File: config.mk
export PLATFORM = sky130hd
export DESIGN_NAME = sp_addsub_pipe
export DESIGN_NICKNAME = d
export VERILOG_FILES = /design/src/rtl/sp_arith_pkg.sv /design/src/rtl/sp_ce_delay_line.sv /design/src/rtl/sp_addsub_pipe.sv
export SDC_FILE = /design/constraint.sdc
export NUM_CORES = 1
export LEC_CHECK = 0
export ABC_AREA = 1
export BUFFER_PORTS_ARGS = -buffer_cell sky130_fd_sc_hd__buf_4
export CORE_UTILIZATION = 35
export CTS_CLUSTER_DIAMETER = 40
export DETAILED_ROUTE_END_ITERATION = 8
export GPL_TIMING_DRIVEN = 0
export SYNTH_ARGS = -nofsm -noshare
export SYNTH_HDL_FRONTEND = slang
export SYNTH_SLANG_ARGS = --single-unit
export TNS_END_PERCENT = 30
File: constraint.sdc
create_clock -name clk -period 0.83 [get_ports clk]
set_clock_uncertainty 0.2 [all_clocks]
set_input_delay 0.083 -clock clk [delete_from_list [all_inputs] [get_ports clk]]
set_output_delay 0.083 -clock clk [all_outputs]
set_load 0.01 [all_outputs]
File: src/rtl/sp_arith_pkg.sv
// sp_arith_pkg -- shared definitions for the pipelined adder/subtractor.
//   OP_ADD / OP_SUB : encoding of the per-transaction 'sub' input
//   flags_t         : {carry, ovf} flag pair carried down the pipeline
//   sat_max/sat_min : clamp values for a given width and signedness,
//                     returned right-aligned in 64 bits (width <= 64)
package sp_arith_pkg;

  localparam logic OP_ADD = 1'b0;
  localparam logic OP_SUB = 1'b1;

  typedef struct packed {
    logic carry;
    logic ovf;
  } flags_t;

  // Largest representable value: 2^(w-1)-1 signed, 2^w-1 unsigned.
  function automatic logic [63:0] sat_max(input int width, input bit is_signed);
    logic [63:0] ones;
    ones = '1;
    if (is_signed) return ones >> (65 - width);
    else           return ones >> (64 - width);
  endfunction

  // Smallest representable value as a WIDTH-bit pattern: -2^(w-1) signed, 0 unsigned.
  function automatic logic [63:0] sat_min(input int width, input bit is_signed);
    if (is_signed) return 64'd1 << (width - 1);
    else           return 64'd0;
  endfunction

endpackage

File: src/rtl/sp_ce_delay_line.sv
// sp_ce_delay_line -- generic clock-enabled register chain with async reset.
//   clk, rst : clock and asynchronous active-high reset (clears every stage)
//   ce       : 1 shifts the chain one place, 0 holds every stage
//   d        : word entering stage 0
//   q        : word leaving the last stage (DEPTH ce-active edges after d)
//   msb_any  : OR of the top bit of every stage; callers that keep a valid
//              flag in the MSB get an "anything in flight" indication
module sp_ce_delay_line #(
  parameter int DEPTH = 1,
  parameter int W     = 1
) (
  input  logic         clk,
  input  logic         rst,
  input  logic         ce,
  input  logic [W-1:0] d,
  output logic [W-1:0] q,
  output logic         msb_any
);

  logic [W-1:0] regs [DEPTH];

  always_ff @(posedge clk or posedge rst) begin
    if (rst) begin
      for (int i = 0; i < DEPTH; i++) regs[i] <= '0;
    end else if (ce) begin
      regs[0] <= d;
      for (int i = 1; i < DEPTH; i++) regs[i] <= regs[i-1];
    end
  end

  assign q = regs[DEPTH-1];

  always_comb begin
    msb_any = 1'b0;
    for (int i = 0; i < DEPTH; i++) msb_any = msb_any | regs[i][W-1];
  end

endmodule

File: src/rtl/sp_addsub_pipe.sv
// sp_addsub_pipe -- parametrised pipelined adder/subtractor.
//   clk, rst   : clock (rising edge) and asynchronous active-high reset
//   ce         : clock enable; 0 freezes every pipeline register
//   in_valid   : operands valid (sampled only on ce=1 edges)
//   sub        : 0 = A+B, 1 = A-B, sampled with in_valid
//   A, B       : WIDTH-bit operands
//   out_valid  : S/carry/ovf hold a result
//   S          : result (wrapped or saturated)
//   carry      : unsigned carry-out / borrow; 0 when SIGNED=1
//   ovf        : raw overflow before saturation (signed overflow or
//                unsigned carry/borrow)
//   busy       : some pipeline stage holds a valid transaction
//
// Handshake: valid-only, no back-pressure. A transaction is taken on every
// ce=1 edge where in_valid=1; it emerges with out_valid=1 after LATENCY
// ce-active edges (the accepting edge counts as the first). Consumers must
// qualify S/carry/ovf with out_valid; when out_valid=0 they hold stale data.
//
// The arithmetic is resolved in stage 0; the remaining LATENCY-1 stages are
// a plain delay line over the {valid, flags, S} bundle.
module sp_addsub_pipe
  import sp_arith_pkg::*;
#(
  parameter int WIDTH    = 8,
  parameter int LATENCY  = 2,
  parameter int SIGNED   = 0,
  parameter int SATURATE = 0
) (
  input  logic             clk,
  input  logic             rst,
  input  logic             ce,
  input  logic             in_valid,
  input  logic             sub,
  input  logic [WIDTH-1:0] A,
  input  logic [WIDTH-1:0] B,
  output logic             out_valid,
  output logic [WIDTH-1:0] S,
  output logic             carry,
  output logic             ovf,
  output logic             busy
);

  // Bundle layout, MSB first: {valid, carry, ovf, S}
  localparam int BW = WIDTH + 3;

  localparam logic [WIDTH-1:0] MAX_V = WIDTH'(sat_max(WIDTH, SIGNED != 0));
  localparam logic [WIDTH-1:0] MIN_V = WIDTH'(sat_min(WIDTH, SIGNED != 0));

  logic             is_sub;
  logic [WIDTH:0]   raw;
  logic             sovf;
  flags_t           f_nxt;
  logic [WIDTH-1:0] s_nxt;

  always_comb begin
    is_sub = (sub == OP_SUB);
    raw    = is_sub ? ({1'b0, A} - {1'b0, B}) : ({1'b0, A} + {1'b0, B});
    // Signed overflow: the operation could only overflow if the effective
    // operand signs agree, and it did if the result sign left A's sign.
    if (is_sub) sovf = (A[WIDTH-1] != B[WIDTH-1]) && (raw[WIDTH-1] != A[WIDTH-1]);
    else        sovf = (A[WIDTH-1] == B[WIDTH-1]) && (raw[WIDTH-1] != A[WIDTH-1]);
    // For subtraction bit WIDTH of the extended difference is the borrow (A<B).
    f_nxt.carry = (SIGNED == 0) ? raw[WIDTH] : 1'b0;
    f_nxt.ovf   = (SIGNED != 0) ? sovf : raw[WIDTH];
    s_nxt       = raw[WIDTH-1:0];
    if ((SATURATE != 0) && f_nxt.ovf) begin
      // Signed: direction follows A's sign. Unsigned: add can only go over
      // the top, sub can only go under zero.
      if (SIGNED != 0) s_nxt = A[WIDTH-1] ? MIN_V : MAX_V;
      else             s_nxt = is_sub ? MIN_V : MAX_V;
    end
  end

  // Stage 0: captures operands' result every ce edge regardless of in_valid;
  // the valid bit alone decides whether it ever counts.
  logic [BW-1:0] s0;

  always_ff @(posedge clk or posedge rst) begin
    if (rst)     s0 <= '0;
    else if (ce) s0 <= {in_valid, f_nxt, s_nxt};
  end

  logic [BW-1:0] last;

  if (LATENCY == 1) begin : g_direct
    assign last = s0;
    assign busy = s0[BW-1];
  end else begin : g_delay
    logic dl_busy;

    sp_ce_delay_line #(
      .DEPTH (LATENCY - 1),
      .W     (BW)
    ) u_delay (
      .clk     (clk),
      .rst     (rst),
      .ce      (ce),
      .d       (s0),
      .q       (last),
      .msb_any (dl_busy)
    );

    assign busy = s0[BW-1] | dl_busy;
  end

  flags_t out_f;

  assign out_valid = last[BW-1];
  assign out_f     = last[WIDTH+1:WIDTH];
  assign carry     = out_f.carry;
  assign ovf       = out_f.ovf;
  assign S         = last[WIDTH-1:0];

endmodule
==> results.yml, run 1 <==
power:
  switchingPower_w: 0.00113
  ir_worst_vdd_uv: 717
  comb_power_share: 0.401
  p_sw_frac: 0.304
  p_per_area_mw_per_mm2: 1730
  p_int_w: 0.00259
  p_clk_frac: 0.255
  pwr-share-seq: 0.344
  leakage_nw: 1.09
routing:
  firstDrtPassIters: 4
  via_count: 1259
  ant_nets: 0
  detail_route.iter0.violations: 45
  routedWlPerCell_um: 9.85
  wirelength_um: 2800
  drc_errors: 0
  post_drt_via_cell_ratio: 4.43
min_path:
  hold_path.class: "in2async"
cts:
  cts-buffers-inserted: 3
  htreeDepth: 1
  clkSinkCount: 20
  cts.clk_slew.worst_paths_ps: 70
  cts_tree: "done"
  clockBufferDepth: 2
  cts_root_buf: "clkbuf_8"
  insertion_delay_ps: 250
worst_setup_path:
  start_kind: "input pin"
  reg2reg_slack_ps: 10
  arrival_ps: 1580
  ff2ff_path_depth: 2
  crit_start: "sub"
  path_class: "in2reg"
  reg2reg_from: "s0[9]"
  cp-end-kind: "register"
  required_ps: 830
  crit_fanout: 6
  worstSetupEndpoint: "s0[9]"
  rr_endpoint: "s0[9]"
logic_synthesis:
  synth_fa_ha_area_frac: 0.0975
  synth_ff_type: "dfrtp_1"
  synth-xor-area-share: 0.0515
  avgSynthCellArea_sq_um: 7.16
  synth_top_family_by_area: "simple AND/OR/NAND/NOR gates"
  syn_area_sq_mm: 0.00136
  yosysSeqAreaShare: 0.368
  syn_nets: 221
  yosys_warnings: 0
  synth.area.mux_share: 0
  synth_simple_gate_area_frac: 0.338
  synth-compound-area-share: 0.0469
  synth-edff-count: 0
  ys_ff_latch: 20
  async_flop_share: 1.00
  syn-instance-count: 190
  synth.distinct_cells: 22
die:
  die_w_um: 64.3
  core_area_sq_mm: 0.00369
  die-area_sq_mm: 0.00414
  die_h_um: 64.3
  rows: 22
  boundaryPins: 33
  start_util: 0.369
global_routing:
  grt_pass1_wl_um: 4660
  grt_pass1_vias: 1146
  grt_use_total: 0.142
  grt_max_degree: 21
  gr-total-overflow: 0
  antenna_found_initial: 0
timing:
  slew_headroom: 0.513
  max_freq_ghz: 0.633
  worst_pin_slew_ps: 730
  slew_viol_final: 0
  final-hold-violation-count: 30
  fin_setup_tns_ps: -7940
  grt_setup_unrepaired: "true"
  fin_ws_ps: -749
  setup_violations: 20
  post-route-period-util: 1.90
  hold_ws_ps: -250
  period_minus_slack_ps: 1580
status:
  failed_checks: "hold timing, setup timing"
  status: "finished, violations left"
finish:
  layout.cells.most_common_list: "nand2_1 (61), buf_4 (30), dfrtp_1 (20)"
  area_growth_pct: 58.2
  mostFrequentLayoutCell: "nand2_1"
  num_antenna_cells: 0
  drive_gt1_frac: 0.458
  nets: 268
placement:
  dp_hpwl_um: 2110
  port_buffers: 31
  gp_congestion: 0.719
  dp_slack_ps: -1140
run:
  maxCapViolCount: 0
power groups by stage:
stage | Sequential [W] | Clock [W] | Combinational [W]
finish | 0.00128 | 0.000949 | 0.00149
global route | 0.00131 | 0.00102 | 0.00166
CTS | 0.00128 | 0.000971 | 0.00131
detailed placement | 0.00128 | 0 | 0.00119
global placement | 0.00127 | 0 | 0.00117
floorplan | 0.00132 | 0 | 0.000746
area by class of cell:
cell class / count / area (sq um)
Clock buffer: 3 / 41.3
Buffer: 5 / 32.5
Clock inverter: 1 / 30.0
Tap cell: 48 / 60.1
Inverter: 27 / 128
Sequential cell: 20 / 500
Fill cell: 370 / 1540
Timing Repair Buffer: 42 / 393
Multi-Input combinational cell: 138 / 967
flip-flops by register name, summed over array words and instances (netlist names):
register           count
g_delay.u_delay.q     10
s0                    10
what timing repair did:
item / CTS / global route
endpoints found under the hold margin: 29 / 28
cloned: 0 / 0
pin swaps: 15 / 37
endpoints found under the setup margin: 21 / 30
buffers inserted: 3 / 8
resized for setup: 25 / 37
how the worst min path moves through the flow:
stage	startpoint	endpoint	slack (ps)	depth (start not counted)
final	rst	g_delay.u_delay.q[7]	-250	2
after global routing	rst	s0[5]	-170	2
after CTS	rst	g_delay.u_delay.q[10]	-230	2
after detailed placement	rst	g_delay.u_delay.q[10]	50	2
after global placement	rst	g_delay.u_delay.q[7]	60	2
after floorplan	rst	g_delay.u_delay.q[0]	-150	1
routing by layer:
metal,vias to the layer above,part of all wire,routed length [um],track usage
met5,-,0,0,0
met4,0,0.012,34,0.0500
li1,677,-,-,-
met3,4,0.026,72,0.0161
met1,553,0.46,1280,0.179
met2,25,0.51,1420,0.247
stage by stage:
stage / power (W) / utilization / instances / area [sq um]
finish: 0.00372 / 0.583 / 284 / 2150
global route: 0.00399 / 0.583 / 284 / 2150
CTS: 0.00356 / 0.536 / 276 / 1980
detailed placement: 0.00247 / 0.486 / 269 / 1790
global placement: 0.00245 / 0.486 / 269 / 1790
floorplan: 0.00206 / - / 190 / 1500
logic make-up after synthesis:
group	Yosys count
flops	20
xor+xnor	8
simple gates	108
fa+ha+maj	10
compound gates	12
buf+inv	32
synthesized netlist by cell type (2+ instances only):
master | count | share of area
nand2_1 | 77 | 0.21
inv_1 | 27 | 0.075
dfrtp_1 | 20 | 0.37
nor2_1 | 10 | 0.028
ha_1 | 9 | 0.083
nand3_1 | 8 | 0.029
o21ai_0 | 8 | 0.029
nand3b_1 | 5 | 0.028
xnor2_1 | 4 | 0.026
xor2_1 | 4 | 0.026
buf_4 | 3 | 0.017
a21oi_1 | 2 | 0.0074
buf_2 | 2 | 0.0074
nand2_2 | 2 | 0.0092
nor2_2 | 2 | 0.0092
worst max-delay path, cell delays in order:
cell and delay, ps:
buf_12 80, clkinvlp_4 130, nand2_2 120, nand2_1 70
xor2_1 150, inv_1 80, ha_4 270, nand2_2 70
nand2_2 60, a21oi_4 180, nand2_1 70, nand2_1 80
nand3_2 70, nand2_2 50
Note: power is estimated with default switching activity, not from simulation.
==> run 2: changes to the inputs <==
SETUP_SLACK_MARGIN = 0.4   (was default)
==> results.yml, run 2 (same netlist as run 1, synthesis figures left out) <==
cts:
  clockBufferDepth: 2
  cts.clk_slew.worst_paths_ps: 70
  cts_root_buf: "clkbuf_8"
  insertion_delay_ps: 250
  cts_tree: "done"
  cts-buffers-inserted: 3
  htreeDepth: 1
  clkSinkCount: 20
finish:
  multi_input_area_sq_um: 993
  fillerInstances: 346
  area_growth_pct: 65.4
  num_antenna_cells: 0
  regArea_sq_um: 500
  mostFrequentLayoutCell: "nand2_1"
  drive_gt1_frac: 0.488
  nets: 276
  layout.cells.most_common_list: "nand2_1 (62), buf_4 (35), dfrtp_1 (20)"
die:
  die_h_um: 64.3
  start_util: 0.369
  rows: 22
  core_area_sq_mm: 0.00369
  die-area_sq_mm: 0.00414
  die_w_um: 64.3
  boundaryPins: 33
routing:
  routedWlPerCell_um: 10.1
  top_layer_used: "met4"
  wirelength_um: 2940
  detail_route.iter0.violations: 77
  route.met2.wl_um: 1530
  via_count: 1273
  wl_met1_um: 1280
  route.met3.wl_um: 89
  firstDrtPassIters: 3
  drc_errors: 0
  post_drt_via_cell_ratio: 4.36
  ant_nets: 0
timing:
  fin_setup_tns_ps: -8660
  post-route-period-util: 1.91
  setup_violations: 26
  worst_pin_slew_ps: 429
  slew_headroom: 0.713
  period_minus_slack_ps: 1580
  fin_ws_ps: -752
  hold_ws_ps: -369
  max_freq_ghz: 0.632
  slew_viol_final: 0
  grt_setup_unrepaired: "true"
  final-hold-violation-count: 30
worst_setup_path:
  required_ps: 780
  path_cells: "buf_12 -> inv_12 -> ha_4 -> nand3_2 -> nand2_2 -> xnor2_2 -> inv_2 -> ha_4 -> nand2_4 -> inv_2 -> a21oi_4 -> nand3_1 -> nand3_1 -> nand2_1"
  arrival_ps: 1530
  critPathMaxStageDelay_ps: 270
  cp-end-kind: "register"
  slowest_stage: "ha_4"
  path_class: "in2reg"
  start_kind: "input pin"
  crit_fanout: 4
  reg2reg_slack_ps: -320
power:
  leakage_nw: 1.14
  total_power_w: 0.00365
  ir_worst_vdd_uv: 677
  p_per_area_mw_per_mm2: 1620
global_routing:
  gr-total-overflow: 0
  grt_pass1_wl_um: 4930
  grt_pass1_vias: 1200
  grt_use_total: 0.151
  antenna_found_initial: 0
  grt_max_degree: 21
placement:
  dp_hpwl_um: 2100
  gp_congestion: 0.698
  port_buffers: 31
  dp_slack_ps: -1140
status:
  status: "finished, violations left"
  failed_checks: "hold timing, setup timing"
run:
  maxCapViolCount: 0
min_path:
  hold_path.class: "in2async"
## run 2: cell types whose count changed in the layout (fill, tap and decap cells not counted), sizes merged
cell | previous run | this run
bufinv | 1 | 0
clkinvlp | 1 | 2
buf | 47 | 55
clkbuf | 3 | 4
inv | 26 | 25
## run 2: repair_timing
action / CTS / global route
endpoints found under the setup margin: 52 / 32
gates resized for setup: 33 / 37
endpoints found under the hold margin: 29 / 28
buffers inserted: 16 / 3
pin swaps: 39 / 45
## run 2: per-stage QoR
| step | instance area [sq um] | instances | utilization | hold slack, ps |
|---|---|---|---|---|
| floorplan | 1510 | 190 | - | -153 |
| global placement | 1800 | 269 | 0.488 | 54.6 |
| detailed placement | 1800 | 269 | 0.488 | 61.8 |
| CTS | 2080 | 289 | 0.565 | -360 |
| global route | 2250 | 292 | 0.610 | -345 |
| finish | 2250 | 292 | 0.610 | -369 |
## run 2: routing by layer
| metal | up-vias | track usage |
|---|---|---|
| met5 | - | 0 |
| met4 | 0 | 0.0667 |
| met3 | 4 | 0.0143 |
| met2 | 25 | 0.261 |
| met1 | 554 | 0.188 |
| li1 | 690 | - |
## run 2: power by group
group	switching (W)	internal, W
clock	0.000298	0.000422
sequential	0.000118	0.00117
combinational	0.000763	0.000882
## run 2: worst paths after layout
check | from | end | depth (start not counted)
min in group clk | in_valid | s0[10] | 3
hold / removal | rst | s0[10] | 2
hold reg to reg | s0[0] | g_delay.u_delay.q[0] | 2
setup / recovery | B[1] | s0[9] | 14
setup reg to reg | g_delay.u_delay.q[10] | g_delay.u_delay.q[10] | 5
max in group asynchronous | rst | s0[4] | 2
## run 2: worst max-delay path: cells and delay by family
| family | cells | cell delay, ps |
|---|---|---|
| simple gates | 6 | 450 |
| fa+ha+maj | 2 | 430 |
| compound gates | 1 | 130 |
| xor+xnor | 1 | 180 |
| buf+inv | 4 | 230 |
## run 2: cell type report
type / count / area share
timing repair buffer: 50 / 0.206
clock buffer: 4 / 0.0245
inverter: 27 / 0.0584
tap: 48 / 0.0267
multi-input combinational: 138 / 0.442
sequential: 20 / 0.222
buffer: 5 / 0.0200
